## src/rtl/vga_timing.sv

```systemverilog
// +--------------------------------------------------------------------------+
// | vga_timing: 800x600@60 pixel/line counters with registered sync/blank.    |
// | Option macro VGA_TIMING_FRAME_CNT_EN adds sof and frame_cnt.  Rev 1.0    |
// +--------------------------------------------------------------------------+
`default_nettype none

package vga_pkg;
  localparam int unsigned c_hor_total_time  = 1056;
  localparam int unsigned c_hor_blank_start = 800;
  localparam int unsigned c_hor_sync_start  = 840;
  localparam int unsigned c_hor_sync_end    = 968;
  localparam int unsigned c_ver_total_time  = 628;
  localparam int unsigned c_ver_blank_start = 600;
  localparam int unsigned c_ver_sync_start  = 601;
  localparam int unsigned c_ver_sync_end    = 605;
endpackage

module vga_timing
  import vga_pkg::*;
#(
  parameter int unsigned HOR_TOTAL_TIME  = c_hor_total_time,
  parameter int unsigned HOR_BLANK_START = c_hor_blank_start,
  parameter int unsigned HOR_SYNC_START  = c_hor_sync_start,
  parameter int unsigned HOR_SYNC_END    = c_hor_sync_end,
  parameter int unsigned VER_TOTAL_TIME  = c_ver_total_time,
  parameter int unsigned VER_BLANK_START = c_ver_blank_start,
  parameter int unsigned VER_SYNC_START  = c_ver_sync_start,
  parameter int unsigned VER_SYNC_END    = c_ver_sync_end
) (
  input  logic        clk,
  input  logic        rst,
  output logic [10:0] hcount,
  output logic [10:0] vcount,
  output logic        hsync,
  output logic        vsync,
  output logic        hblnk,
  output logic        vblnk
`ifdef VGA_TIMING_FRAME_CNT_EN
  ,
  output logic        sof,
  output logic [15:0] frame_cnt
`endif
);

  localparam logic [10:0] c_h_last = 11'(HOR_TOTAL_TIME - 1);
  localparam logic [10:0] c_v_last = 11'(VER_TOTAL_TIME - 1);
  localparam logic [10:0] c_hbs    = 11'(HOR_BLANK_START);
  localparam logic [10:0] c_hss    = 11'(HOR_SYNC_START);
  localparam logic [10:0] c_hse    = 11'(HOR_SYNC_END);
  localparam logic [10:0] c_vbs    = 11'(VER_BLANK_START);
  localparam logic [10:0] c_vss    = 11'(VER_SYNC_START);
  localparam logic [10:0] c_vse    = 11'(VER_SYNC_END);

  logic [10:0] hcount_q, hcount_d;
  logic [10:0] vcount_q, vcount_d;
  logic        hsync_q, hsync_d;
  logic        vsync_q, vsync_d;
  logic        hblnk_q, hblnk_d;
  logic        vblnk_q, vblnk_d;
  logic        h_wrap_d;
  logic        frame_wrap_d;

  // Flags are derived from the next counter values so they land in the same
  // register stage as the counters they describe.
  always_comb begin
    h_wrap_d     = (hcount_q == c_h_last);
    frame_wrap_d = h_wrap_d && (vcount_q == c_v_last);
    hcount_d     = h_wrap_d ? 11'd0 : hcount_q + 11'd1;
    vcount_d     = vcount_q;
    if (h_wrap_d) begin
      vcount_d = frame_wrap_d ? 11'd0 : vcount_q + 11'd1;
    end
    hblnk_d = (hcount_d >= c_hbs);
    hsync_d = (hcount_d >= c_hss) && (hcount_d < c_hse);
    vblnk_d = (vcount_d >= c_vbs);
    vsync_d = (vcount_d >= c_vss) && (vcount_d < c_vse);
  end

  always_ff @(posedge clk) begin
    if (rst) begin
      hcount_q <= 11'd0;
      vcount_q <= 11'd0;
      hsync_q  <= 1'b0;
      vsync_q  <= 1'b0;
      hblnk_q  <= 1'b0;
      vblnk_q  <= 1'b0;
    end else begin
      hcount_q <= hcount_d;
      vcount_q <= vcount_d;
      hsync_q  <= hsync_d;
      vsync_q  <= vsync_d;
      hblnk_q  <= hblnk_d;
      vblnk_q  <= vblnk_d;
    end
  end

  assign hcount = hcount_q;
  assign vcount = vcount_q;
  assign hsync  = hsync_q;
  assign vsync  = vsync_q;
  assign hblnk  = hblnk_q;
  assign vblnk  = vblnk_q;

`ifdef VGA_TIMING_FRAME_CNT_EN
  logic        sof_q;
  logic [15:0] frame_cnt_q, frame_cnt_d;

  always_comb begin
    frame_cnt_d = frame_wrap_d ? frame_cnt_q + 16'd1 : frame_cnt_q;
  end

  // sof marks only a (0,0) reached by wrapping, never the post-reset (0,0).
  always_ff @(posedge clk) begin
    if (rst) begin
      sof_q       <= 1'b0;
      frame_cnt_q <= 16'd0;
    end else begin
      sof_q       <= frame_wrap_d;
      frame_cnt_q <= frame_cnt_d;
    end
  end

  assign sof       = sof_q;
  assign frame_cnt = frame_cnt_q;
`endif

endmodule

`default_nettype wire

```

## config.mk

```make
export PLATFORM = sky130hd
export DESIGN_NAME = vga_timing
export DESIGN_NICKNAME = d
export VERILOG_FILES = /design/src/rtl/vga_timing.sv
export SDC_FILE = /design/constraint.sdc
export NUM_CORES = 1
export LEC_CHECK = 0
export CAP_MARGIN = 20
export CORE_AREA = 5 5 83 47
export DETAILED_ROUTE_END_ITERATION = 16
export DIE_AREA = 0 0 88 52
export PLACE_DENSITY_LB_ADDON = 0.2
export REMOVE_ABC_BUFFERS = 1
export SYNTH_ARGS = -nofsm -noshare
export SYNTH_HDL_FRONTEND = slang
export SYNTH_SLANG_ARGS = --single-unit
```

## constraint.sdc

```tcl
create_clock -name clk -period 2.4 [get_ports clk]
set_clock_uncertainty 0.05 [all_clocks]
set_input_delay 0.24 -clock clk [delete_from_list [all_inputs] [get_ports clk]]
set_output_delay 0.24 -clock clk [all_outputs]
set_load 0.01 [all_outputs]
```

### Yosys cells after proc, flatten, opt, wreduce, memory -nomap -nowiden

Cells that the tools add are included.

* register bits: 26
* logic and storage cells: 22
* output and inout bits: 26

* muxes and demuxes: 3
* eq/ne operators: 2
* reductions and logical operators: 3
* add/subtract/negate cells: 2
* magnitude comparators: 6

Operator list (count)
* $ge 11x10->1 const B: 4
* $mux 11: 3
* $add 11x1->11 const B: 2
* $lt 11x10->1 const B: 2
* $eq 11x10->1 const B: 1
* $eq 11x11->1 const B: 1
* $logic_and 1x1->1: 3

### Depth between registers and ports, before layout

* word-level depth: 6
* mapped depth: 8
* gate-level depth less buffers: 7

### Worst setup path before layout

OpenSTA, ideal clock, no wires.

* path kind: register -> register
* start point: register hcount_q[0], in the netlist hcount[0]
* end point: register vsync_q, in the netlist vsync
* setup time: 0.087 ns
* clock period less this slack: 2.179 ns
* stages on the path, launching flop included: 9
* data arrival time: 2.042 ns
* path slack: 0.221 ns
* cell sequence: dfxtp_1 > ha_1 > and4_4 > and3_1 > buf_6 > nand4_2 > xor2_1 > or3_4 > nor4b_2

* cells in the longest elaborated chain, start to end: 6
* elaborated cells between the ends (all ways): 7
* those cells by class: 2 x order compare; 1 x eq/ne; 2 x mux; 2 x reduce/logical

Ends and longest elaborated chain
* start: declaration: line 54 `logic [10:0] hcount_q, hcount_d;`
* start signal: assignment: line 88 `hcount_q <= hcount_d;`
* $eq 11x11->1 *: line 66 `h_wrap_d = (hcount_q == c_h_last);`
* $logic_and 1x1->1: line 67 `frame_wrap_d = h_wrap_d && (vcount_q == c_v_last);`
* $mux 11: line 71 `vcount_d = frame_wrap_d ? 11'd0 : vcount_q + 11'd1;`
* $mux 11 *: line 70 `if (h_wrap_d) begin`
* $ge 11x10->1 / $lt 11x10->1 (equally long branches): line 76 `vsync_d = (vcount_d >= c_vss) && (vcount_d < c_vse);`
* $logic_and 1x1->1 *: line 76
* end signal: assignment: line 91 `vsync_q <= vsync_d;`
* end: declaration: line 57 `logic vsync_q, vsync_d;`

Mark *: on every way between the ends. The rest lies on a longest branch, timed or not.
A chain may end at the register's enable or synchronous reset.

### Worst setup path in the final report

* start point: register hcount_q[1], in the netlist hcount[1]
* end point: register vsync_q, in the netlist vsync

Same word-level chain as after synthesis.

==> flow_summary.toml <==
[placed_design]
place_hpwl_um = 2790
dpl_cell_area_mm2 = 0.00182
place.port_buffers = 27
final_estimated_routing_congestion_in_global_placement = 0.905

[sta]
fin_crit_ns = 2.20
peak_freq_mhz = 454
timing.final.crit_share_pct = 91.7
setup_viol_count_final = 0
grt_setup_unrepaired = "no"
finalHoldViolations = 0
maxSlewViolCount = 0
timing.slew.headroom_pct = 71.8
timing_worst_slew_pin_value_ns = 0.422
setup_tns_ns = 0

[yosys]
synth_largest_type_area_fraction_pct = 35.0
synth.cell_area_mm2 = 0.00149
synth_area_per_cell_um2 = 8.40
synth_most_common_cell = "sky130_fd_sc_hd__dfxtp_1"
synth-seq-cells = 26
synth-edff-count = 0
synth.lib_cells_used.distinct = 50
yosys-top-cells-area = "sky130_fd_sc_hd__dfxtp_1 (35%), sky130_fd_sc_hd__xnor2_1 (5.9%), sky130_fd_sc_hd__nor2_1 (5.3%)"
postSynth.asyncResetShare_pct = 0
synth-seq-area-share_pct = 35.0
post_synth_inst_count = 177
dominantRegCellSynth = "sky130_fd_sc_hd__dfxtp_1"
synthesis.yosys.warnings = 0
synth_common_cells = "sky130_fd_sc_hd__dfxtp_1 (26), sky130_fd_sc_hd__nor2_1 (21), sky130_fd_sc_hd__nor3_1 (11)"
yosysTopAreaCell = "sky130_fd_sc_hd__dfxtp_1"

[clock_network]
cts_buffers = 3
cts.sinks = 26
post-cts-setup-buffers = 0
htree_levels = 1
clock_path_buffers = 2
tritoncts = "yes"
clock_transition_at_the_registers_of_the_reported_paths_ns = 0.09
cts-hold-fix-buffers = 0
cts-resized-gates = 0
clock_insertion_delay_worst_skew_ns = 0.27
clock-root-buffer = "sky130_fd_sc_hd__clkbuf_8"

[worst_hold_path]
hold_end = "hcount[0]$_SDFF_PP0_"
hold_path_depth = 2
timing.hold.worst.start = "hcount[0]$_SDFF_PP0_"
tightest_hold_check_type = "flip-flop to flip-flop"

[power]
leakagePower_nw = 0.652
vdd_drop_max_mv = 0.252
power_mw = 0.765
power.density_mw_per_mm2 = 407

[worst_setup_path]
slowest_delay_ns = 0.43
critical_path_peak_fanout = 6
worst_setup_path_startpoint = "hcount[1]$_SDFF_PP0_"
ff2ff_path_depth = 7
worst-r2r-setup-slack_ns = 0.20
timing.critical_path.cells = "ha_2 -> and4_4 -> and3_2 -> and2_4 -> o21ai_0 -> or3_4 -> nor4b_2"
data_arrival_time_of_the_worst_path_ns = 2.35
setup.worst_path.start_class = "flip-flop"
timing.critical_path.slowest_stage_cell = "sky130_fd_sc_hd__or3_4"
critical_path_required_ns = 2.55
worstReg2RegStart = "hcount[1]$_SDFF_PP0_"
path_class = "flip-flop to flip-flop"
timing.critical_path.to_type = "flip-flop"
r2r-end = "vsync$_SDFF_PP0_"

[routing]
drt_drc_violations_left = 0
detail-route-antenna-nets = 0
detail_route.wl_per_cell_um = 15.0
first_pass_iters = 4
detailedRoute.firstIterationViolations = 206
avgViaCountPerCell = 5.67
vias_post_dr = 1413
total_length_of_routed_wires_um = 3730

[final_layout]
net_count_reported_at_finish = 212
final_cell_area_mm2 = 0.00188
antenna_cells = 0
n_fill_cell = 289
fraction_of_layout_instances_using_a_drive_strength_above_1_pct = 14.5
syn2layout_area_growth_pct = 26.5

[die]
die_height_um = 52
fp.dieArea_mm2 = 0.00458
num_io_pins = 28
dieWidth_um = 88
rows = 15
design.core.area_mm2 = 0.00317
starting_utilization_of_the_core_area_pct = 46.9

[grt]
grt.total_usage_pct = 17.1
pin_count_of_the_biggest_net_entering_global_routing = 15
grt_antenna_before_repair = 0
grt_pass1_vias = 1242
wire_length_of_the_first_global_routing_pass_um = 6110
globalRoute.totalOverflow = 0

[run]
drv_cap = 0

[run_status]
status = "complete, no violations"
cell families after synthesis:
logic type      after synthesis  share of synthesized area, %
compound gates               31                          13.5
xor+xnor                     18                          10.6
fa+ha+maj                     2                          1.68
buf+inv                      14                          5.30
flops                        26                          35.0
mux                           3                          2.10
simple gates                 83                          31.8
final cells by class:
class                           count  area [µm²]  area share [%]
Sequential cell                    26         522            27.7
Timing Repair Buffer               38         353            18.8
Clock buffer                        4        55.1            2.93
Inverter                            2        7.51           0.399
Tap cell                           42        52.6            2.79
Multi-Input combinational cell    137         891            47.4
placed cells by master, fill, tap and decap left out, types with 2 or more instances in the layout:
| master | count |
|---|---|
| sky130_fd_sc_hd__nand3_1 | 10 |
| sky130_fd_sc_hd__a21boi_0 | 2 |
| sky130_fd_sc_hd__o21ai_0 | 7 |
| sky130_fd_sc_hd__nand4_1 | 5 |
| sky130_fd_sc_hd__or2_2 | 2 |
| sky130_fd_sc_hd__inv_1 | 2 |
| sky130_fd_sc_hd__clkbuf_8 | 4 |
| sky130_fd_sc_hd__nor4_1 | 2 |
| sky130_fd_sc_hd__nor2b_1 | 2 |
| sky130_fd_sc_hd__clkdlybuf4s50_1 | 27 |
| sky130_fd_sc_hd__a31oi_1 | 2 |
| sky130_fd_sc_hd__a211oi_1 | 2 |
| sky130_fd_sc_hd__dfxtp_1 | 25 |
| sky130_fd_sc_hd__and3_1 | 3 |
| sky130_fd_sc_hd__nor2_1 | 21 |
| sky130_fd_sc_hd__a21oi_1 | 8 |
| sky130_fd_sc_hd__a22oi_1 | 2 |
| sky130_fd_sc_hd__xor2_1 | 8 |
| sky130_fd_sc_hd__buf_4 | 11 |
| sky130_fd_sc_hd__nand2_1 | 10 |
| sky130_fd_sc_hd__xnor2_1 | 10 |
| sky130_fd_sc_hd__nor3_1 | 11 |
| sky130_fd_sc_hd__mux2i_1 | 2 |
| sky130_fd_sc_hd__nand2b_1 | 2 |
metrics by stage:
stage | util (%) | std cells | setup WS, ns | hold WS (ns)
final | 59.3 | 249 | 0.198 | 0.505
after global routing | 59.3 | 249 | 0.0507 | 0.536
after CTS | 59.1 | 249 | 0.0397 | 0.506
after detailed placement | 57.4 | 245 | 0.0840 | 0.492
after global placement | 57.4 | 245 | 0.191 | 0.480
after floorplan | - | 165 | 0.149 | 0.259
registers in the layout, summed over array words and instances, names as in the netlist:
register / count
vcount: 11
hcount: 11
vblnk: 1
hsync: 1
vsync: 1
hblnk: 1
how the worst max path moves through the flow:
stage	slack, ns	cells past startpoint	to
final	0.20	7	vsync$_SDFF_PP0_
after global routing	0.05	7	vsync$_SDFF_PP0_
after CTS	0.04	7	vsync$_SDFF_PP0_
after detailed placement	0.08	7	vsync$_SDFF_PP0_
after global placement	0.19	7	vsync$_SDFF_PP0_
after floorplan	0.15	7	vsync$_SDFF_PP0_
power breakdown:
| part | internal [mW] | total [mW] | switching, mW |
|---|---|---|---|
| Clock | 0.147 | 0.289 | 0.142 |
| Sequential | 0.436 | 0.440 | 0.00406 |
| Combinational | 0.0178 | 0.0360 | 0.0182 |
worst max-delay path: cells and delay by family (launching register included):
family / cells / cell delay [ns]
adder cells (fa/ha/maj): 1 / 0.24
AND/OR/NAND/NOR: 5 / 1.33
flip-flops: 1 / 0.38
AO/OA/AOI/OAI: 1 / 0.13
layer usage:
metal  part of all wire (%)  global-route usage (%)  wire, µm
met1                     50                    25.4      1850
met2                     42                    25.0      1580
met3                    7.6                    5.22       285
met4                   0.21                    1.53         8
met5                      0                       0         0
(Power assumes the default switching activity.)
